--- src/rtl/rvvi_trace_pkg.sv ---
// Shared trace record type and record-building helper for the RVVI trace FIFO.
// Optional feature macro used by the top level: RVVI_ORDER_CHECK_EN.
package rvvi_trace_pkg;

  localparam int REC_ORDER_W = 64;

  typedef struct packed {
    logic [REC_ORDER_W-1:0] order;
    logic [31:0]            pc;
    logic [31:0]            insn;
    logic                   trap;
    logic [4:0]             rd_addr;
    logic                   wb;
    logic [31:0]            wdata;
  } trace_rec_t;

  // Writes to x0 are architecturally invisible, so they are recorded as no write-back.
  function automatic trace_rec_t make_rec(
    input logic [REC_ORDER_W-1:0] order,
    input logic [31:0]            pc,
    input logic [31:0]            insn,
    input logic                   trap,
    input logic [4:0]             rd_addr,
    input logic [31:0]            wdata
  );
    trace_rec_t rec;
    rec.order   = order;
    rec.pc      = pc;
    rec.insn    = insn;
    rec.trap    = trap;
    rec.rd_addr = rd_addr;
    rec.wb      = (rd_addr != 5'd0);
    rec.wdata   = (rd_addr != 5'd0) ? wdata : 32'd0;
    return rec;
  endfunction

endpackage

--- src/rtl/rvvi_trace_fifo_storage.sv ---
// trace_fifo: generic synchronous show-ahead FIFO with wrap-bit pointers.
// A push into a full FIFO is accepted only when a pop happens in the same cycle.
module trace_fifo #(
  parameter int DEPTH = 8,
  parameter int WIDTH = 32
) (
  input  logic                     clk,
  input  logic                     rst_n,
  input  logic                     push,
  input  logic [WIDTH-1:0]         wdata,
  input  logic                     pop,
  output logic [WIDTH-1:0]         rdata,
  output logic                     valid,
  output logic                     full,
  output logic [$clog2(DEPTH):0]   count
);

  localparam int AW = $clog2(DEPTH);

  logic [AW:0]      wr_ptr;
  logic [AW:0]      rd_ptr;
  logic [WIDTH-1:0] mem [DEPTH];
  logic             empty;
  logic             pop_fire;
  logic             push_fire;

  assign empty     = (wr_ptr == rd_ptr);
  assign full      = (wr_ptr[AW] != rd_ptr[AW]) && (wr_ptr[AW-1:0] == rd_ptr[AW-1:0]);
  assign pop_fire  = pop && !empty;
  assign push_fire = push && (!full || pop_fire);
  assign valid     = !empty;
  assign count     = wr_ptr - rd_ptr;

  // Empty FIFO presents an all-zero head so the output never carries stale data.
  assign rdata = empty ? '0 : mem[rd_ptr[AW-1:0]];

  always_ff @(posedge clk) begin
    if (!rst_n) begin
      wr_ptr <= '0;
      rd_ptr <= '0;
    end else begin
      if (push_fire) wr_ptr <= wr_ptr + {{AW{1'b0}}, 1'b1};
      if (pop_fire)  rd_ptr <= rd_ptr + {{AW{1'b0}}, 1'b1};
    end
  end

  always_ff @(posedge clk) begin
    if (rst_n && push_fire) mem[wr_ptr[AW-1:0]] <= wdata;
  end

endmodule

--- src/rtl/rvvi_trace_fifo.sv ---
// RVVI retirement trace buffer: record FIFO, overflow/drop accounting and an
// optional retirement-order gap checker enabled by RVVI_ORDER_CHECK_EN.
module rvvi_trace_fifo
  import rvvi_trace_pkg::*;
#(
  parameter int DEPTH   = 8,
  parameter int ORDER_W = 64
) (
  input  logic                     clk_i,
  input  logic                     rst_n_i,
  input  logic                     ret_valid_i,
  input  logic [ORDER_W-1:0]       ret_order_i,
  input  logic [31:0]              ret_pc_i,
  input  logic [31:0]              ret_insn_i,
  input  logic                     ret_trap_i,
  input  logic [4:0]               ret_rd_addr_i,
  input  logic [31:0]              ret_rd_wdata_i,
  output logic                     out_valid_o,
  input  logic                     out_ready_i,
  output trace_rec_t               out_rec_o,
  output logic [$clog2(DEPTH):0]   count_o,
  output logic                     overflow_o,
  output logic [15:0]              drop_cnt_o,
  output logic                     order_err_o,
  output logic [ORDER_W-1:0]       err_order_o
);

  trace_rec_t in_rec;
  logic       full;
  logic       drop;

  assign in_rec = make_rec(REC_ORDER_W'(ret_order_i), ret_pc_i, ret_insn_i,
                           ret_trap_i, ret_rd_addr_i, ret_rd_wdata_i);

  trace_fifo #(
    .DEPTH (DEPTH),
    .WIDTH ($bits(trace_rec_t))
  ) u_fifo (
    .clk   (clk_i),
    .rst_n (rst_n_i),
    .push  (ret_valid_i),
    .wdata (in_rec),
    .pop   (out_ready_i),
    .rdata (out_rec_o),
    .valid (out_valid_o),
    .full  (full),
    .count (count_o)
  );

  assign drop = ret_valid_i && full && !(out_ready_i && out_valid_o);

  always_ff @(posedge clk_i) begin
    if (!rst_n_i) begin
      overflow_o <= 1'b0;
      drop_cnt_o <= 16'd0;
    end else if (drop) begin
      overflow_o <= 1'b1;
      if (drop_cnt_o != 16'hFFFF) drop_cnt_o <= drop_cnt_o + 16'd1;
    end
  end

`ifdef RVVI_ORDER_CHECK_EN
  logic               armed;
  logic [ORDER_W-1:0] expected;

  // Every retirement, dropped or not, re-baselines the expected order.
  always_ff @(posedge clk_i) begin
    if (!rst_n_i) begin
      armed       <= 1'b0;
      expected    <= '0;
      order_err_o <= 1'b0;
      err_order_o <= '0;
    end else if (ret_valid_i) begin
      armed    <= 1'b1;
      expected <= ret_order_i + {{(ORDER_W-1){1'b0}}, 1'b1};
      if (armed && (ret_order_i != expected)) begin
        order_err_o <= 1'b1;
        if (!order_err_o) err_order_o <= ret_order_i;
      end
    end
  end
`else
  assign order_err_o = 1'b0;
  assign err_order_o = '0;
`endif

endmodule

--- config.mk ---
export PLATFORM = sky130hd
export DESIGN_NAME = rvvi_trace_fifo
export DESIGN_NICKNAME = d
export VERILOG_FILES = /design/src/rtl/rvvi_trace_pkg.sv /design/src/rtl/rvvi_trace_fifo_storage.sv /design/src/rtl/rvvi_trace_fifo.sv
export SDC_FILE = /design/constraint.sdc
export NUM_CORES = 1
export LEC_CHECK = 0
export CAP_MARGIN = 20
export CORE_ASPECT_RATIO = 0.5
export CORE_MARGIN = 2
export CORE_UTILIZATION = 50
export CTS_CLUSTER_SIZE = 10
export DETAILED_ROUTE_END_ITERATION = 7
export GPL_TIMING_DRIVEN = 0
export PLACE_DENSITY = 0.8
export SLEW_MARGIN = 20
export SYNTH_ARGS = -nofsm -noshare
export SYNTH_HDL_FRONTEND = slang
export SYNTH_SLANG_ARGS = --single-unit
--- constraint.sdc ---
create_clock -name clk_i -period 20.6 [get_ports clk_i]
set_input_delay 2.06 -clock clk_i [delete_from_list [all_inputs] [get_ports clk_i]]
set_output_delay 2.06 -clock clk_i [all_outputs]
set_load 0.02 [all_outputs]
==> results of run 1 <==
power by group:
group	total, uW	switching, uW	internal (uW)
clock	2390	992	1400
combinational	1270	694	578
sequential	3100	11.3	3090
worst max-delay path, delay by kind of cell, from the launching register on:
family / cells / cell delay [ns]
fa+ha+maj: 1 / 0.35
flops: 1 / 0.52
simple gates: 3 / 1.18
buf+inv: 4 / 2.00
stage by stage:
step | hold slack, ns | utilization | setup slack, ns | cells | setup TNS (ns)
2_1_floorplan | 0.530 | - | 5.53 | 2459 | 0
6_report | 0.476 | 0.615 | 13.70 | 4559 | 0
5_1_grt | 0.483 | 0.615 | 13.61 | 4558 | 0
3_5_place_dp | 0.467 | 0.574 | 14.34 | 4345 | 0
3_3_place_gp | 0.452 | 0.556 | -7.02 | 4236 | -2235.21
4_1_cts | 0.480 | 0.614 | 13.73 | 4542 | 0
cells by family (layout without fill, tap and decap cells):
kind of cell,Yosys count,count (layout),share of synthesized area
flip-flops,1364,1364,0.772
multiplexers,510,510,0.176
AND/OR/NAND/NOR,282,282,0.0247
buffers and inverters,194,858,0.0199
AO/OA/AOI/OAI,27,27,0.00342
XOR/XNOR,10,10,0.00180
adder cells (fa/ha/maj),7,7,0.00180
other,1,82,0.0000712
synth_stat cells (3+ instances only):
master | number | share of area
ha_1 | 6 | 0.0014
a21oi_1 | 8 | 0.00076
mux2i_1 | 176 | 0.033
mux4_2 | 334 | 0.14
nand2_1 | 13 | 0.00093
o21ai_0 | 3 | 0.00028
o31ai_1 | 5 | 0.00071
nand3_1 | 7 | 0.00066
xnor2_1 | 4 | 0.00066
xor2_1 | 5 | 0.00083
inv_1 | 8 | 0.00057
buf_2 | 43 | 0.0041
o211ai_1 | 4 | 0.00057
dfxtp_1 | 28 | 0.011
nand4_1 | 7 | 0.00083
or4_1 | 6 | 0.00085
nor4_1 | 6 | 0.00071
edfxtp_1 | 1336 | 0.76
and3_1 | 5 | 0.00059
nor2b_1 | 32 | 0.0038
nand2b_1 | 9 | 0.0011
buf_4 | 67 | 0.0095
nor2_1 | 185 | 0.013
clkbuf_1 | 58 | 0.0041
buf_1 | 15 | 0.0011
per-layer routing:
layer / global-route usage / routed length (um) / share of wire
met1: 0.278 / 46500 / 0.38
met2: 0.380 / 63500 / 0.52
met3: 0.0355 / 7030 / 0.057
met4: 0.116 / 5240 / 0.043
met5: 0 / 51 / 0.00042
state kept, by name (all words and copies together), names as in the netlist, named ones only:
| name | cells |
|---|---|
| drop_cnt_o | 16 |
| u_fifo.wr_ptr | 4 |
| u_fifo.mem | 1336 |
| overflow_o | 1 |
| u_fifo.rd_ptr | 4 |
cell type report:
cell class                 instances  area share
sequential                      1364       0.631
multi-input combinational        901       0.175
timing repair buffer             467      0.0837
clock buffer                     189      0.0642
tap                             1419      0.0276
buffer                           185      0.0158
clock inverter                     8     0.00159
antenna                           17    0.000660
inverter                           9    0.000524
final timing paths:
path	slack, ns	depth (start not counted)	endpoint	start
setup / recovery	13.70	8	out_rec_o[136]	u_fifo.wr_ptr[0]$_SDFFE_PN0P_
hold / removal	0.48	1	overflow_o$_SDFFE_PN0P_	overflow_o$_SDFFE_PN0P_
setup reg to reg	15.91	12	u_fifo.mem[0][47]$_DFFE_PP_	u_fifo.wr_ptr[0]$_SDFFE_PN0P_
hold reg to reg	0.48	1	overflow_o$_SDFFE_PN0P_	overflow_o$_SDFFE_PN0P_
==> run_results.csv, run 1 <==
group,metric,value,unit
outcome,run_status,"completed",
route,drtIter0Drc,2299,
die,row_count,84,
placed_design,place.port_buffers,358,
worst_setup_path,timing.critical_path.cells,"inv_1, ha_1, nand3_1, nor2_1, clkbuf_2, clkbuf_1, nor2_1, clkdlybuf4s50_1",
yosys,synth_edf_count,1336,
cts,htreeDepth,4,
yosys,synth_seq_cells,1364,
timing,period_share,0.335,
cts,cts.clk_slew.worst_paths,0.06,ns
hold_path,hold_path_class,"flip-flop to flip-flop",
cells_and_area,area.growth.synth_to_final,22.3,%
yosys,ys_types,45,
route,drc,0,
yosys,ys_warn_count,0,
cells_and_area,fillers,6836,
worst_setup_path,startpoint_type,"flip-flop",
timing,rsz0062_at_grt,"no",
cts,worstSkewPairLatency,0.76,ns
cts,cts_hold_repair.buffers,0,
worst_setup_path,critPathArrivalTime,4.84,ns
worst_setup_path,crit_path_end_kind,"primary output",
die,die_h,234,um
grt,grt_pass1_vias,27200,
yosys,synthesis.area,0.0527,sq mm
yosys,yosysSeqAreaShare,0.772,
timing,hold_viol_final,0,
worst_setup_path,crit_fanout,10,
cts,cts_max_path_buffers,3,
route,wl,122000,um
grt,antenna_found_initial,22,
power,peakVddDrop,0.0867,mV
cts,cts_made_buffers,154,
cells_and_area,final-seq-area,0.0407,sq mm
worst_setup_path,critical_path.max_stage_delay,0.81,ns
timing,setup_viol,0,
power,power.leakage,0.0202,uW
cells_and_area,drive_above_1_share,0.236,
power,powerDensity,105,mW/mm^2
grt,grt_overflow,0,
placed_design,place_area,0.0602,sq mm
die,dieArea,0.108,sq mm
cells_and_area,layout_commonest_cell,"edfxtp_1",
route,wl_per_cell,26.8,um
worst_setup_path,path_class,"flip-flop to primary output",
worst_setup_path,path_common_cell,"nor2_1",
timing,tightest_slew,1.04,ns
timing,final_max_slew_viol_count,0,
route,via_per_inst,5.81,
cts,clkSinkCount,1364,
placed_design,gp_congestion,0.812,
yosys,async_flop_share,0,
timing,skew,0.0192,ns
grt,grt_pass1_wl,176000,um
cells_and_area,multi_input_area,0.0113,sq mm
cts,root_buffer,"clkbuf_16",
cells_and_area,stdcell_area,0.0644,sq mm
job,maxCapViolCount,0,
die,start_util,0.503,
grt,grt_max_degree,22,
cts,cts_resized,0,
placed_design,dp_hpwl,76700,um
route,antenna_left,0,
timing,max_freq,0.145,GHz
cts,post_cts_buffers,0,
cells_and_area,final_cell_mix,"edfxtp_1 (1,336), clkdlybuf4s50_1 (358), mux4_2 (334)",
power,total_power,6770,uW
cells_and_area,nets,3259,
yosys,synth_flop_cell,"edfxtp_1",
worst_setup_path,worstPathRequired,18.54,ns
grt,grt_usage,0.222,
worst_setup_path,crit_slowest_cell,"nor2_1",
route,dr.pass1.iters,5,
yosys,syn_avg_cell_area,22.0,sq um
timing,fin_crit,6.90,ns
die,io_pins,424,
die,core,0.105,sq mm
yosys,syn_inst,2395,
route,via_count,26500,
die,dieWidth,463,um
timing,max_slew_margin,0.307,
cts,cts_tree,"yes",
(Power assumes the default switching activity.)
==> run 2, diff against run 1 <==
--- a/config.mk
+++ b/config.mk
@@ -12,7 +12,7 @@
 export CTS_CLUSTER_SIZE = 10
 export DETAILED_ROUTE_END_ITERATION = 7
 export GPL_TIMING_DRIVEN = 0
-export PLACE_DENSITY = 0.8
+export PLACE_DENSITY = 0.83
 export SLEW_MARGIN = 20
 export SYNTH_ARGS = -nofsm -noshare
 export SYNTH_HDL_FRONTEND = slang
==> constraint.sdc (replaced) <==
create_clock -name clk_i -period 5.95 [get_ports clk_i]
set_input_delay 0.595 -clock clk_i [delete_from_list [all_inputs] [get_ports clk_i]]
set_output_delay 0.595 -clock clk_i [all_outputs]
set_load 0.02 [all_outputs]
==> run 2 against run 1 <==
Net effect: total power grew to 3.5 times the previous value; largest cell class unchanged; clock-buffer cell count down 13; via count up 2.7%; worst hold slack barely moved; largest power group unchanged; die area is the same; global-route usage up 1.3 points; wire length is 6.7% higher; sequential share of layout area shrank 0.13 points; final cell count fell by 0.44%; critical endpoint is now out_rec_o[52]; clock power rose to 3.5 times the previous value; critical path type unchanged; non-clock buffer count is 18 lower.
==> run_results.csv, run 2 (synthesized netlist as in run 1, its figures left out) <==
group,metric,value,unit
outcome,run_status,"completed",
grt,grt_overflow,0,
grt,antenna_found_initial,29,
grt,grt_max_degree,22,
placed_design,place.port_buffers,358,
timing,fin_crit,5.10,ns
die,io_pins,424,
cts,post_cts_buffers,0,
worst_setup_path,worstPathRequired,5.36,ns
route,drc,0,
worst_setup_path,crit_path_end_kind,"primary output",
grt,grt_pass1_vias,27800,
hold_path,hold_path_class,"flip-flop to flip-flop",
cts,cts_made_buffers,154,
cts,cts_hold_repair.buffers,0,
timing,tightest_slew,1.03,ns
timing,setup_viol,0,
worst_setup_path,path_class,"flip-flop to primary output",
grt,grt_usage,0.236,
die,die_h,234,um
cts,root_buffer,"clkbuf_16",
worst_setup_path,critPathArrivalTime,4.51,ns
worst_setup_path,critical_path.max_stage_delay,0.66,ns
cts,cts_resized,0,
route,wl,130000,um
worst_setup_path,crit_fanout,10,
cells_and_area,area.growth.synth_to_final,22.6,%
cts,worstSkewPairLatency,0.75,ns
cells_and_area,final_cell_mix,"edfxtp_1 (1,336), clkdlybuf4s50_1 (358), mux4_2 (334)",
route,wl_per_cell,28.7,um
timing,setup-tns-final,0,ns
placed_design,gp_congestion,0.846,
cells_and_area,layout_commonest_cell,"edfxtp_1",
route,dr.pass1.iters,7,
worst_setup_path,timing.critical_path.cells,"inv_1, ha_1, nand3_1, nor2_2, clkbuf_2, clkbuf_1, nor2_1, clkdlybuf4s50_1",
die,start_util,0.503,
timing,hold_viol_final,0,
timing,final_max_slew_viol_count,0,
timing,max_slew_margin,0.315,
worst_setup_path,startpoint_type,"flip-flop",
cts,cts_tree,"yes",
power,total_power,23500,uW
die,dieWidth,463,um
job,maxCapViolCount,0,
route,via_per_inst,6.00,
placed_design,dp_hpwl,78500,um
cts,cts.clk_slew.worst_paths,0.06,ns
timing,rsz0062_at_grt,"no",
die,core,0.105,sq mm
die,row_count,84,
cells_and_area,largest_register_ffs,1336,
power,peakVddDrop,0.351,mV
grt,grt_pass1_wl,186000,um
route,drtIter0Drc,2573,
cts,htreeDepth,4,
cells_and_area,drive_above_1_share,0.235,
route,antenna_left,0,
route,via_count,27200,
cts,cts_max_path_buffers,3,
worst_setup_path,crit_slowest_cell,"clkbuf_2",
die,dieArea,0.108,sq mm
cts,clkSinkCount,1364,
cells_and_area,nets,3241,
power,power.leakage,0.0201,uW
timing,period_share,0.858,
timing,max_freq,0.196,GHz
power,powerDensity,364,mW/mm^2
timing,skew,0.0229,ns
run 2: cell count changes in the layout (fill, tap and decap cells not counted), moves of 5 or more:
| cell | previous run | this run |
|---|---|---|
| buf_4 | 107 | 67 |
| buf_8 | 2 | 25 |
| clkbuf_1 | 84 | 71 |
| diode_2 | 17 | 28 |
| buf_6 | 12 | 5 |
| buf_16 | 30 | 35 |
run 2: worst paths after layout:
kind	start	end	slack [ns]	depth (start not counted)
setup reg to reg	u_fifo.wr_ptr[2]$_SDFFE_PN0P_	u_fifo.mem[2][48]$_DFFE_PP_	1.96	11
hold reg to reg	overflow_o$_SDFFE_PN0P_	overflow_o$_SDFFE_PN0P_	0.48	1
hold / removal	overflow_o$_SDFFE_PN0P_	overflow_o$_SDFFE_PN0P_	0.48	1
setup / recovery	u_fifo.rd_ptr[2]$_SDFFE_PN0N_	out_rec_o[52]	0.85	8
run 2: layout make-up:
cell class,count,area [sq um]
clock buffers,176,4090
inverters,9,33.8
clock inverters,8,83.8
fillers,6712,40200
multi-input cells,901,11300
well taps,1419,1780
flip-flops and latches,1364,40700
diodes,28,70.1
plain buffers,185,1020
repair buffers,449,5520
run 2: stage by stage:
step / setup WS, ns / cells / instance area (sq um) / hold slack [ns] / utilization
after global routing: 0.639 / 4536 / 64600 / 0.486 / 0.616
after global placement: -5.05 / 4236 / 58400 / 0.451 / 0.557
final: 0.846 / 4539 / 64600 / 0.476 / 0.616
after CTS: 0.553 / 4511 / 64500 / 0.478 / 0.616
after detailed placement: 1.44 / 4327 / 60300 / 0.464 / 0.576
after floorplan: -0.316 / 2459 / 53000 / 0.532 / -
run 2: worst max-delay path, delay by kind of cell (launching register included):
family / cells / cell delay (ns)
AND/OR/NAND/NOR: 3 / 1.06
flip-flops: 1 / 0.34
adder cells (fa/ha/maj): 1 / 0.39
buffers and inverters: 4 / 1.96
run 2: routing by layer:
| layer | GRT usage | up-vias | routed length, um | part of all wire |
|---|---|---|---|---|
| met5 | 0 | - | 56 | 0.00043 |
| li1 | - | 11100 | - | - |
| met1 | 0.286 | 14300 | 46400 | 0.36 |
| met2 | 0.406 | 1520 | 68100 | 0.52 |
| met3 | 0.0399 | 322 | 9070 | 0.070 |
| met4 | 0.134 | 8 | 6870 | 0.053 |
run 2: power by group:
group	internal [uW]	switching, uW	total, uW
sequential	10700	46.2	10800
clock	4780	3500	8280
combinational	2010	2480	4490
